**config.mk**
```make
export PLATFORM = sky130hd
export DESIGN_NAME = mem_bus_arbiter
export DESIGN_NICKNAME = d
export VERILOG_FILES = /design/src/rtl/mem_bus_arbiter.sv
export SDC_FILE = /design/constraint.sdc
export NUM_CORES = 1
export LEC_CHECK = 0
export ABC_AREA = 0
export ABC_CLOCK_PERIOD_IN_PS = 2000
export CAP_MARGIN = 20
export CORE_AREA = 4 4 151 153
export CTS_CLUSTER_DIAMETER = 50
export DETAILED_ROUTE_END_ITERATION = 12
export DIE_AREA = 0 0 155 157
export PLACE_DENSITY = 0.66
export SLEW_MARGIN = 20
export SYNTH_ARGS = -nofsm -noshare
export SYNTH_HDL_FRONTEND = slang
export SYNTH_SLANG_ARGS = --single-unit
```
**constraint.sdc**
```tcl
create_clock -name clock -period 2 [get_ports clock]
set_input_delay 0.4 -clock clock [delete_from_list [all_inputs] [get_ports clock]]
set_output_delay 0.4 -clock clock [all_outputs]
set_load 0.02 [all_outputs]
```
**src/rtl/mem_bus_arbiter.sv**
```systemverilog
// Two-client (icache/dcache) arbiter for the shared proc2mem/mem2proc bus.
// Tracks load-tag ownership to route returns, and guarantees the icache is served periodically.
module mem_bus_arbiter #(
    parameter int XLEN         = 32,
    parameter int NUM_TAGS     = 16,
    parameter int STARVE_LIMIT = 4
) (
    input  logic            clock,
    input  logic            reset,
    input  logic [1:0]      ic_command,
    input  logic [XLEN-1:0] ic_addr,
    input  logic [1:0]      dc_command,
    input  logic [XLEN-1:0] dc_addr,
    input  logic [63:0]     dc_data,
    input  logic [1:0]      dc_size,
    output logic [3:0]      ic_response,
    output logic [3:0]      dc_response,
    output logic [3:0]      ic_data_tag,
    output logic [3:0]      dc_data_tag,
    output logic [63:0]     bus_data_out,
    output logic [1:0]      proc2mem_command,
    output logic [XLEN-1:0] proc2mem_addr,
    output logic [63:0]     proc2mem_data,
    output logic [1:0]      proc2mem_size,
    input  logic [3:0]      mem2proc_response,
    input  logic [63:0]     mem2proc_data,
    input  logic [3:0]      mem2proc_tag,
    output logic            tag_error
);

    localparam logic [1:0] BUS_NONE  = 2'd0;
    localparam logic [1:0] BUS_LOAD  = 2'd1;
    localparam logic [1:0] BUS_STORE = 2'd2;
    localparam logic [1:0] SIZE_DOUBLE = 2'd3;

    logic [NUM_TAGS-1:0] tag_valid_r;
    logic [NUM_TAGS-1:0] tag_owner_r;
    logic [2:0]          starve_cnt_r;
    logic                tag_error_r;

    logic ic_req_s, dc_req_s, force_ic_s;
    logic grant_ic_s, grant_dc_s;
    logic ret_hit_s, alloc_s, alloc_owner_s, error_s;

    // Arbitration, bus forwarding and return routing.
    always_comb begin
        ic_req_s         = (ic_command == BUS_LOAD);
        dc_req_s         = (dc_command == BUS_LOAD) || (dc_command == BUS_STORE);
        force_ic_s       = (starve_cnt_r >= 3'(STARVE_LIMIT));
        grant_ic_s       = !reset && ic_req_s && (!dc_req_s || force_ic_s);
        grant_dc_s       = !reset && dc_req_s && !grant_ic_s;
        proc2mem_command = BUS_NONE;
        proc2mem_addr    = '0;
        proc2mem_data    = 64'd0;
        proc2mem_size    = 2'd0;
        ic_response      = 4'd0;
        dc_response      = 4'd0;
        ic_data_tag      = 4'd0;
        dc_data_tag      = 4'd0;
        if (grant_ic_s) begin
            proc2mem_command = BUS_LOAD;
            proc2mem_addr    = ic_addr;
            proc2mem_size    = SIZE_DOUBLE;
            ic_response      = mem2proc_response;
        end else if (grant_dc_s) begin
            proc2mem_command = dc_command;
            proc2mem_addr    = dc_addr;
            proc2mem_data    = dc_data;
            proc2mem_size    = dc_size;
            dc_response      = mem2proc_response;
        end else begin
            proc2mem_command = BUS_NONE;
        end
        ret_hit_s = !reset && (mem2proc_tag != 4'd0) && tag_valid_r[mem2proc_tag];
        if (ret_hit_s) begin
            if (tag_owner_r[mem2proc_tag]) begin
                dc_data_tag = mem2proc_tag;
            end else begin
                ic_data_tag = mem2proc_tag;
            end
        end else begin
            ic_data_tag = 4'd0;
        end
        alloc_s       = (mem2proc_response != 4'd0) &&
                        (grant_ic_s || (grant_dc_s && (dc_command == BUS_LOAD)));
        alloc_owner_s = grant_dc_s;
        // A reallocation is legal only when the same tag is being retired this cycle.
        error_s = !reset && (
                      ((mem2proc_tag != 4'd0) && !tag_valid_r[mem2proc_tag]) ||
                      (ic_command == BUS_STORE) ||
                      (alloc_s && tag_valid_r[mem2proc_response] &&
                       !(ret_hit_s && (mem2proc_tag == mem2proc_response))));
    end

    // Owner table, starvation counter and sticky error flag.
    always_ff @(posedge clock) begin
        if (reset) begin
            tag_valid_r  <= '0;
            tag_owner_r  <= '0;
            starve_cnt_r <= 3'd0;
            tag_error_r  <= 1'b0;
        end else begin
            if (!ic_req_s) begin
                starve_cnt_r <= 3'd0;
            end else if (!grant_ic_s) begin
                if (starve_cnt_r != 3'd7) begin
                    starve_cnt_r <= starve_cnt_r + 3'd1;
                end
            end else if (force_ic_s && (mem2proc_response == 4'd0)) begin
                starve_cnt_r <= starve_cnt_r;
            end else begin
                starve_cnt_r <= 3'd0;
            end
            if (ret_hit_s) begin
                tag_valid_r[mem2proc_tag] <= 1'b0;
            end
            if (alloc_s) begin
                tag_valid_r[mem2proc_response] <= 1'b1;
                tag_owner_r[mem2proc_response] <= alloc_owner_s;
            end
            if (error_s) begin
                tag_error_r <= 1'b1;
            end
        end
    end

    assign tag_error    = tag_error_r;
    assign bus_data_out = mem2proc_data;

endmodule
```
Word level (Yosys, flattened, before mapping)
Cells that the tools add are included.

Register bits after elaboration: 36. Input port bits: 208. Output and inout bits: 181. Logic and storage cells: 85.

$add $sub $neg: 1. $lt $le $gt $ge: 5. Eq/ne operators: 7. Mux-type cells: 32. Bitwise gates (word level): 4. Reduce and logical (&&, ||, !) cells: 32.

Operators by type and width (number): $mux W64 (2); $mux W32 (2); $mux W16 (3); $mux W4 (7); $and A16 B16 Y16 (1); $bwmux W16 (1); $logic_and A1 B1 Y1 (16); $not A16 Y16 (1); $or A16 B16 Y16 (1); $bmux W1 S4 (3); $lt A4 B5 Y1 const B (2); $mux W3 (3); $demux W1 S4 (2); $ge A4 B1 Y1 const B (2); $mux W2 (4); $reduce_bool A4 Y1 (2); $logic_not A1 Y1 (5); $logic_or A1 B1 Y1 (5); $mux W1 (5); $eq A2 B1 Y1 const B (2); $eq A2 B2 Y1 const B (2); $eq A4 B4 Y1 (1); $logic_not A4 Y1 (1); $add A3 B1 Y3 const B (1); 7 further kinds (7).

Longest topological paths before layout
Depth in word-level cells: 14. Depth in mapped cells: 10. Depth with buffers taken out: 7.

Least setup slack after synthesis
Ideal clock, no wire load.

Path kind: input-to-output. Start: input dc_command[1]. End: output proc2mem_command[1]. Arrival: 1.945 ns. Required time: 1.600 ns. Path slack: -0.345 ns. Cell stages on the path: 7. Buffers on the path: 2. Path through: inv_1 > ha_1 > nor2_1 > nor2_1 > buf_2 > buf_2 > nor4_1.

Word-level cells in the longest chain between the ends: 9. Elaborated cells on any way between the ends: 11. Classes of those cells: eq/ne (2); mux (2); reduce/logical (7).

Ends and longest elaborated chain: start, declared (RTL line 12) `input logic [1:0] dc_command,`; $eq A2 B1 Y1 / $eq A2 B2 Y1 (equally long branches) (RTL line 48) `dc_req_s = (dc_command == BUS_LOAD) || (dc_command == BUS_STORE);`; $logic_or A1 B1 Y1 (RTL line 48); $logic_not A1 Y1 (RTL line 50) `grant_ic_s = !reset && ic_req_s && (!dc_req_s || force_ic_s);`; $logic_or A1 B1 Y1 (RTL line 50); $logic_and A1 B1 Y1 (RTL line 50); $logic_not A1 Y1; $logic_and A1 B1 Y1 (RTL line 51) `grant_dc_s = !reset && dc_req_s && !grant_ic_s;`; $mux W2 (RTL line 65) `end else if (grant_dc_s) begin`; $mux W2 (*) (RTL line 60) `if (grant_ic_s) begin`; end, declared (RTL line 21) `output logic [1:0] proc2mem_command,`.

Mark *: on every way between the ends. The rest lies on a longest branch, timed or not.

Worst setup path in the final report
Start: input dc_command[1]. End: output proc2mem_addr[0].

Word-level cells in the longest chain between the ends: 9. Elaborated cells on any way between the ends: 11. Classes of those cells: eq/ne (2); mux (2); reduce/logical (7).

Ends and longest elaborated chain: $eq A2 B1 Y1 / $eq A2 B2 Y1 (equally long branches) (RTL line 48); $logic_or A1 B1 Y1 (*) (RTL line 48); $logic_not A1 Y1 (RTL line 50); $logic_or A1 B1 Y1 (RTL line 50); $logic_and A1 B1 Y1 (RTL line 50); $logic_not A1 Y1; $logic_and A1 B1 Y1 (RTL line 51); $mux W32 (RTL line 65); $mux W32 (*) (RTL line 60); end, declared (RTL line 22) `output logic [XLEN-1:0] proc2mem_addr,`.

Marked as above.

==> flow_metrics.py <==
metrics = {
    "run_status": {
        "status": "finished, violations left",
        "violations": "negative setup slack",
    },
    "logic_synthesis": {
        "ys_top_cells_by_area": "dfxtp_1 (19%), buf_4 (13%), and2_1 (13%)",
        "post-synth-top-count-cell": "nand2_1",
        "ys_ff_latch": 36,
        "synth_area_um2": 3760,
        "synth_top_cells_by_count": "nand2_1 (82), and2_1 (79), buf_4 (66), o21ai_0 (45), dfxtp_1 (36)",
        "synth_top_area_share_pct": 19.2,
        "synth_cell_type_count": 49,
        "synth_edf_count": 0,
        "yosys.area.top_type": "dfxtp_1",
        "syn_nets": 745,
        "synthFlopType": "dfxtp_1",
        "ys_warn_count": 0,
        "syn_inst": 533,
        "yosysSeqAreaShare_pct": 19.2,
        "synthArstFlopShare_pct": 0,
        "syn_avg_cell_area_um2": 7.05,
    },
    "placement": {
        "io_buffers": 260,
        "dp_slack_ns": -1.29,
        "globalplace.congestion": 0.827,
        "place_inst": 1041,
        "place_area_um2": 7040,
        "post-dp-hpwl_um": 13400,
    },
    "cts": {
        "cts_buffer_depth": 2,
        "postCtsHoldBufs": 0,
        "cts_tree": "yes",
        "cts.sinks": 36,
        "clock_latency_ns": 0.27,
        "cts_buffers": 5,
        "worst_setup_hold_path_clk_slew_ns": 0.06,
        "root_buffer": "clkbuf_16",
        "htree_levels": 2,
    },
    "sta": {
        "slew-limit-headroom_pct": 48.9,
        "hold_viol_final": 0,
        "finalSetupViolCount": 148,
        "holdWs_ns": 0.471,
        "fin_ws_ns": -0.422,
        "fin_setup_tns_ns": -41.44,
        "finalClockSkew_ns": 0.00296,
        "max_freq_mhz": 413,
        "rsz0062_at_grt": "yes",
        "period_minus_slack_ns": 2.42,
        "slew_violations": 0,
        "finalCritPeriodShare_pct": 121,
        "worst_pin_slew_ns": 0.767,
    },
    "min_path": {
        "hold_start": "tag_valid_r[0]",
        "hold_path_end": "tag_valid_r[0]",
        "min_path_type": "flop to flop",
        "hold_depth": 1,
    },
    "power_and_ir_drop": {
        "p_leak_nw": 3.95,
        "ir_worst_vdd_uv": 311,
        "power.density_nw_per_um2": 374,
    },
    "worst_setup_path": {
        "start_kind": "input pin",
        "rr_worst_depth": 10,
        "r2r_slack_ns": -0.22,
        "cp-end-kind": "output pin",
        "rr_endpoint": "tag_owner_r[11]",
        "critPathMaxFanout": 7,
        "crit_required_ns": 1.60,
        "crit_arrival_ns": 2.02,
        "critPathKind": "input pin to output pin",
        "worstSetupStartpoint": "dc_command[1]",
        "timing.rr.start": "starve_cnt_r[2]",
    },
    "detailed_routing": {
        "drt.antenna.violating_nets": 0,
        "firstDrtPassIters": 5,
        "vias": 4838,
        "initialDrtViolationCount": 293,
        "drc": 0,
        "wl_per_cell_um": 18.4,
        "detail_route.vias_per_cell": 4.28,
        "routed_wl_um": 20900,
    },
    "die": {
        "die_area_um2": 24300,
        "die_width_um": 155,
        "core.rowCount": 54,
        "pin_count": 389,
        "start_util_pct": 17.4,
        "core_um2": 21600,
        "die_y_um": 157,
    },
    "grt": {
        "grt_max_degree": 46,
        "gr-usage-all-layers_pct": 15.0,
        "grt-ovfl-total": 0,
        "grt_pass1_wl_um": 28400,
        "antenna_found_initial": 1,
        "grt_pass1_vias": 4658,
    },
    "run": {
        "drv_cap": 0,
    },
    "layout": {
        "fin_nets": 1062,
        "drive_gt1_share_pct": 58.8,
        "final_area_um2": 9260,
        "antenna_cells": 0,
        "layout.cells.non_filler": 1131,
        "synthToLayoutAreaGrowth_pct": 147,
    },
}
## sequential cells by signal, summed over array words and instances, names as in the netlist
name	flops
tag_error	1
tag_valid_r	16
tag_owner_r	16
starve_cnt_r	3
## layout by cell type, fill, tap and decap left out, types with 6 or more instances in the layout
| cell type | Yosys | final |
|---|---|---|
| buf_6 | 2 | 153 |
| clkdlybuf4s50_1 | 0 | 135 |
| and2_4 | 0 | 78 |
| buf_4 | 66 | 76 |
| nand2_1 | 82 | 53 |
| dfxtp_1 | 36 | 36 |
| o21ai_2 | 0 | 19 |
| buf_16 | 0 | 17 |
| nand2_2 | 0 | 16 |
| buf_12 | 0 | 16 |
| mux2i_1 | 17 | 15 |
| a21oi_2 | 0 | 15 |
| inv_1 | 15 | 14 |
| nor2_1 | 20 | 14 |
| nand2_4 | 0 | 13 |
| o21ai_4 | 0 | 13 |
| o21ai_0 | 45 | 13 |
| buf_8 | 0 | 13 |
| a21oi_1 | 29 | 12 |
| nor2b_1 | 10 | 9 |
| nand3_1 | 13 | 7 |
| nand2b_1 | 6 | 6 |
| clkbuf_16 | 0 | 6 |
## layer usage
metal / global-route usage [%] / up-vias / share of wire (%) / routed length [um]
met2: 24.0 / 150 / 51 / 10600
met3: 4.73 / 28 / 6.6 / 1390
li1: - / 2372 / - / -
met1: 20.0 / 2286 / 41 / 8580
met4: 2.78 / 2 / 1.2 / 253
met5: 0.992 / - / 0.062 / 13
## cell families (layout without fill, tap and decap cells)
kind of cell,Yosys count,count (layout),synth area share [%]
and+or+nand+nor,242,242,34.7
buffers and inverters,122,440,19.8
adders and majority gates,4,4,1.33
muxes,24,24,7.83
AOI/OAI and AO/OA,102,102,16.5
DFF,36,36,19.2
xor gates and xnor gates,3,3,0.700
## worst max-delay path by stage
stage | endpoint
floorplan | dc_response[0]
global placement | proc2mem_data[39]
detailed placement | proc2mem_data[9]
CTS | proc2mem_data[32]
global route | proc2mem_addr[0]
finish | proc2mem_addr[0]
## repair_timing
action                                  4_1_cts  5_1_grt
resized for setup                           829      118
pin swaps                                    50       53
endpoints found under the setup margin      148      147
setup buffers                                54       15
gates cloned                                 21        1
## worst max-delay path: stages
cell	delay [ns]
buf_8	0.10
inv_12	0.03
ha_4	0.25
nor2_4	0.14
nor2_4	0.06
buf_4	0.13
buf_8	0.12
buf_12	0.14
buf_12	0.12
buf_16	0.13
buf_8	0.12
o21ai_4	0.13
buf_6	0.14
## final cells by class
cell class,instances,area (um^2)
Multi-Input combinational cell,375,3240
Tap cell,280,350
Fill cell,2004,12300
Timing Repair Buffer,417,4720
Inverter,15,68.8
Clock buffer,5,125
Clock inverter,3,42.5
Sequential cell,36,721
## power breakdown
part / leakage (nW) / internal (mW) / total [mW] / switching, mW
registers: 0.291 / 0.727 / 0.732 / 0.00565
logic: 3.58 / 1.07 / 1.85 / 0.778
clock network: 0.0798 / 0.585 / 0.883 / 0.298
total: 3.95 / 2.38 / 3.46 / 1.08
## metrics by stage
step	total power [mW]	util [%]
2_1_floorplan	1.55	-
3_3_place_gp	2.06	32.7
3_5_place_dp	2.06	32.7
4_1_cts	3.39	40.6
5_1_grt	3.60	43.0
6_report	3.46	43.0
No activity file was read; power rests on OpenSTA's default activity.
==> RTL change 1: new RTL, config.mk and constraints unchanged <==
Register the output `dc_response`; this adds one clock of latency there. The other outputs are not delayed to match.
--- a/src/rtl/mem_bus_arbiter.sv
+++ b/src/rtl/mem_bus_arbiter.sv
@@ -35,2 +35,4 @@
 
+    logic [3:0] dc_response_d;
+
     logic [NUM_TAGS-1:0] tag_valid_r;
@@ -56,3 +58,3 @@
         ic_response      = 4'd0;
-        dc_response      = 4'd0;
+        dc_response_d    = 4'd0;
         ic_data_tag      = 4'd0;
@@ -69,3 +71,3 @@
             proc2mem_size    = dc_size;
-            dc_response      = mem2proc_response;
+            dc_response_d    = mem2proc_response;
         end else begin
@@ -129,2 +131,6 @@
 
+    always_ff @(posedge clock) begin
+        dc_response <= dc_response_d;
+    end
+
 endmodule
Check against the original RTL: not equivalent (Yosys sat finds a counterexample within 4 cycles, from zero or initial values and one cycle with reset high).
==> RTL change 1 against the unedited design <==
Synthesized area increased by 2.8%. Design area decreased by 4.1%. Sequential cell count increased by 4. Worst setup slack got worse by 52 ps. Count of clock-buffer cells in the layout unchanged. Routed wire length decreased by 4.5%. Sequential share of layout area increased by 1.3 points. The flow still finishes with violations (setup timing). Die area unchanged. Power increased by 1.8%. Critical path type is now register to output port.
==> RTL change 1: results (changes against the unedited design) <==
Routability Congestion=0.905 (was 0.827); DR WL met2=10.3 mm (was 10.6 mm); r2r endpoint=tag_error$_SDFFE_PP0P_ (was tag_owner_r[11]$_SDFFE_PP0P_); Worst Setup SP=tag_valid_r[5]$_SDFF_PP0_ (was dc_command[1]); end of the critical path=ic_data_tag[0] (was proc2mem_addr[0]); total number of vias=4,827 (was 4,838); Post-Place Setup Slack=-1440 ps (was -1290 ps); Filler cells=2,062 (was 2,004); failing checks=setup timing (unchanged); maximum VDD drop=372 µV (was 311 µV); met3 wire len=1.14 mm (was 1.39 mm); Highest Signal Layer=met4 (was met5); met1 Track Usage GR=0.196 (was 0.200); first-pass GRT wire length=29.3 mm (was 28.4 mm); Max Clock Skew=4.09 ps (was 2.96 ps); layout cells sized above 1=0.541 (was 0.588); CP arrival=2070 ps (was 2020 ps); Slew headroom=0.713 (was 0.489); Leak=3.80 nW (was 3.95 nW); #FFs+latches synth=40 (was 36); Largest regs=tag_owner_r (16), tag_valid_r (16), dc_response (4) (was tag_owner_r (16), tag_valid_r (16), starve_cnt_r (3)); number of global-route vias before repair=5,105 (was 4,658); largest net degree at the start of global routing=36 (was 46); DP Wirelength=14.1 mm (was 13.4 mm); final setup violation count=113 (was 148); drt initial violations=262 (was 293); Synth Net Count=743 (was 745); status=finished, violations left (unchanged); met2 usage=0.262 (was 0.240); initial antenna violation count=0 (was 1); PnR worst setup slack=-474 ps (was -422 ps); sequential-to-total area share from yosys stat=0.207 (was 0.192); R2R cell count=7 (was 10); fin nets=1,058 (was 1,062); library cells used by synthesis=56 (was 49); synth cell count leaders=and2_1, nand2_1, buf_4 (was nand2_1, and2_1, buf_4); Synth area leaders=dfxtp_1, and2_1, buf_4 (was dfxtp_1, buf_4, and2_1)
[RTL change 1: what timing repair did]
item | CTS | global route
gates cloned | 17 | 0
buffers inserted | 56 | 8
pin swaps | 84 | 28
hold buffers | 0 | 0
endpoints found under the setup margin | 143 | 125
resized for setup | 810 | 18
[RTL change 1: how the worst min path moves through the flow]
stage                           startpoint                     endpoint  slack [ps]
2_1_floorplan  tag_owner_r[0]$_SDFFE_PP0P_  tag_owner_r[0]$_SDFFE_PP0P_         430
3_3_place_gp   tag_owner_r[0]$_SDFFE_PP0P_  tag_owner_r[0]$_SDFFE_PP0P_         460
3_5_place_dp   tag_owner_r[0]$_SDFFE_PP0P_  tag_owner_r[0]$_SDFFE_PP0P_         460
4_1_cts        tag_owner_r[0]$_SDFFE_PP0P_  tag_owner_r[0]$_SDFFE_PP0P_         470
5_1_grt        tag_owner_r[0]$_SDFFE_PP0P_  tag_owner_r[0]$_SDFFE_PP0P_         490
6_report       tag_owner_r[0]$_SDFFE_PP0P_  tag_owner_r[0]$_SDFFE_PP0P_         470
[RTL change 1: area by class of cell]
cell class,count,area share
clock buffers,5,0.0141
clock inverters,3,0.00479
inverters,15,0.00662
multi-input cells,370,0.321
flip-flops and latches,40,0.0910
well taps,280,0.0394
repair buffers,414,0.523
[RTL change 1: through the flow]
stage / cells / utilization / TNS, ps / power [mW]
2_1_floorplan: 531 / - / -1690 / 1.64
3_3_place_gp: 1046 / 0.332 / -135140 / 2.16
3_5_place_dp: 1046 / 0.332 / -137360 / 2.16
4_1_cts: 1125 / 0.408 / -29450 / 3.50
5_1_grt: 1127 / 0.412 / -34300 / 3.66
6_report: 1127 / 0.412 / -29870 / 3.53
[RTL change 1: kinds of logic (layout without fill, tap and decap cells)]
kind of cell | Yosys count | after routing | share of synthesized area
simple gates | 232 | 232 | 0.318
buf+inv | 121 | 437 | 0.202
compound gates | 107 | 107 | 0.170
flops | 40 | 40 | 0.207
mux | 23 | 23 | 0.0807
fa+ha+maj | 4 | 4 | 0.0130
xor+xnor | 4 | 4 | 0.00907
[RTL change 1: power groups by stage]
stage / logic (mW) / registers [mW] / clock network (mW)
after floorplan: 0.794 / 0.842 / 0
after global placement: 1.32 / 0.836 / 0
after detailed placement: 1.33 / 0.835 / 0
after CTS: 1.74 / 0.817 / 0.945
after global routing: 1.86 / 0.819 / 0.978
final: 1.77 / 0.818 / 0.936
[RTL change 1: critical path, cell delays in order, from the launching register on]
cell	delay (ps)
dfxtp_2	340
mux2i_1	80
mux4_2	480
or4_4	480
a21oi_4	160
and2_4	150
buf_6	100
==> RTL change 2: new RTL, config.mk and constraints unchanged <==
Made on the original files. `XLEN`: 32 -> 48.
--- a/src/rtl/mem_bus_arbiter.sv
+++ b/src/rtl/mem_bus_arbiter.sv
@@ -3,3 +3,3 @@
 module mem_bus_arbiter #(
-    parameter int XLEN         = 32,
+    parameter int XLEN         = 48,
     parameter int NUM_TAGS     = 16,
Ports: changed (resized dc_addr, ic_addr and proc2mem_addr); port bits go from 389 to 437. No check against the original RTL was run, so the function may have changed too.
==> RTL change 2 against the unedited design <==
The flow still finishes with violations (setup timing). Register-to-register slack gained 180 ps. Routed wire length rose by 24%. Sequential cell count did not move. Critical path depth down 6. Fmax up 4.2%. Via count is 17% higher. Power is 7.5% higher. Worst setup slack improved by 97 ps. Synthesized area increased by 7.0%. Clock skew up 5.1 ps. Die area unchanged. Design area increased by 12%.
==> RTL change 2: results (changes against the unedited design) <==
status=finished, violations left (unchanged); failing checks=setup timing (unchanged); number of global-route vias before repair=5,685 (was 4,658); Routability Congestion=0.863 (was 0.827); initial antenna violation count=0 (was 1); Detailed Routing Iterations Pass 1=4 (was 5); Tot GR Track Use=0.181 (was 0.150); Detailed Route WL=25.9 mm (was 20.9 mm); library cells used by synthesis=52 (was 49); fin nets=1,206 (was 1,062); layout cells sized above 1=0.568 (was 0.588); Post-Place Setup Slack=-1220 ps (was -1290 ps); cells after synthesis=586 (was 533); IO buf count=308 (was 260); final setup violation count=146 (was 148); DP Wirelength=16.9 mm (was 13.4 mm); Filler cells=1,927 (was 2,004); CP arrival=1930 ps (was 2020 ps); Vias/cell=4.53 (was 4.28); Fin Setup TNS=-28,490 ps (was -41,440 ps); first-pass GRT wire length=33.7 mm (was 28.4 mm); placed instance area=7830 µm² (was 7040 µm²); maximum VDD drop=341 µV (was 311 µV); sequential-to-total area share from yosys stat=0.179 (was 0.192); total number of vias=5,637 (was 4,838); PnR worst setup slack=-326 ps (was -422 ps); dpl cells=1,141 (was 1,041)
## RTL change 2: changes by cell type after synthesis, moves of 2 or more
cell | unedited run | this run
nor4_4 | 0 | 2
clkbuf_1 | 21 | 30
buf_1 | 1 | 3
o21ai_0 | 45 | 61
nand2_1 | 82 | 114
o2bb2a_2 | 6 | 4
nor2_1 | 20 | 18
o2bb2a_4 | 0 | 2
buf_2 | 17 | 12
## RTL change 2: cell families after synthesis
family | synth area share
adder cells (fa/ha/maj) | 0.0125
flip-flops | 0.179
buffers and inverters | 0.186
AND/OR/NAND/NOR | 0.364
multiplexers | 0.0732
XOR/XNOR | 0.00654
AO/OA/AOI/OAI | 0.178
## RTL change 2: cell type report
cell class / instances / area (µm²) / area share
clock buffer: 7 / 143 / 0.0137
clock inverter: 1 / 7.51 / 0.000721
inverter: 15 / 58.8 / 0.00565
multi-input combinational: 423 / 3630 / 0.349
sequential: 36 / 722 / 0.0694
tap: 280 / 350 / 0.0337
timing repair buffer: 481 / 5500 / 0.528
## RTL change 2: what timing repair did
item,4_1_cts,5_1_grt
gates cloned,18,7
endpoints found under the hold margin,0,0
resized for setup,776,270
pin swaps,35,130
endpoints found under the setup margin,164,151
setup buffers,43,41
## RTL change 2: final timing paths
check / from / to / slack, ps / cells after the start
worst max-delay path: tag_owner_r[7]$_SDFFE_PP0P_ / dc_data_tag[0] / -330 / 7
worst min-delay path: tag_owner_r[0]$_SDFFE_PP0P_ / tag_owner_r[0]$_SDFFE_PP0P_ / 470 / 1
worst max register to register: starve_cnt_r[2]$_SDFFE_PP0P_ / tag_owner_r[7]$_SDFFE_PP0P_ / -40 / 9
worst min register to register: tag_owner_r[0]$_SDFFE_PP0P_ / tag_owner_r[0]$_SDFFE_PP0P_ / 470 / 1
## RTL change 2: metal layers
| layer | vias up | global-route usage | part of all wire |
|---|---|---|---|
| li1 | 2653 | - | - |
| met1 | 2641 | 0.183 | 0.34 |
| met2 | 262 | 0.339 | 0.53 |
| met3 | 81 | 0.0489 | 0.075 |
| met4 | 0 | 0.0984 | 0.064 |
| met5 | - | 0 | 0 |
## RTL change 2: per-stage QoR
step | hold WS (ps) | utilization
after CTS | 469 | 0.431
after floorplan | 433 | -
after global placement | 463 | 0.363
after global routing | 484 | 0.483
after detailed placement | 461 | 0.363
final | 471 | 0.483
## RTL change 2: report_power, final
part	switching (mW)	internal, mW
clock	0.316	0.497
combinational	0.930	1.25
sequential	0.00667	0.727
total	1.25	2.47
## RTL change 2: worst max-delay path: stages, from the launching register on
cell and delay, ps:
dfxtp_1 310, mux4_2 480, nand3b_1 130, and4_4 270, a21oi_2 50, buf_4 130, and2_4 150, buf_6 120
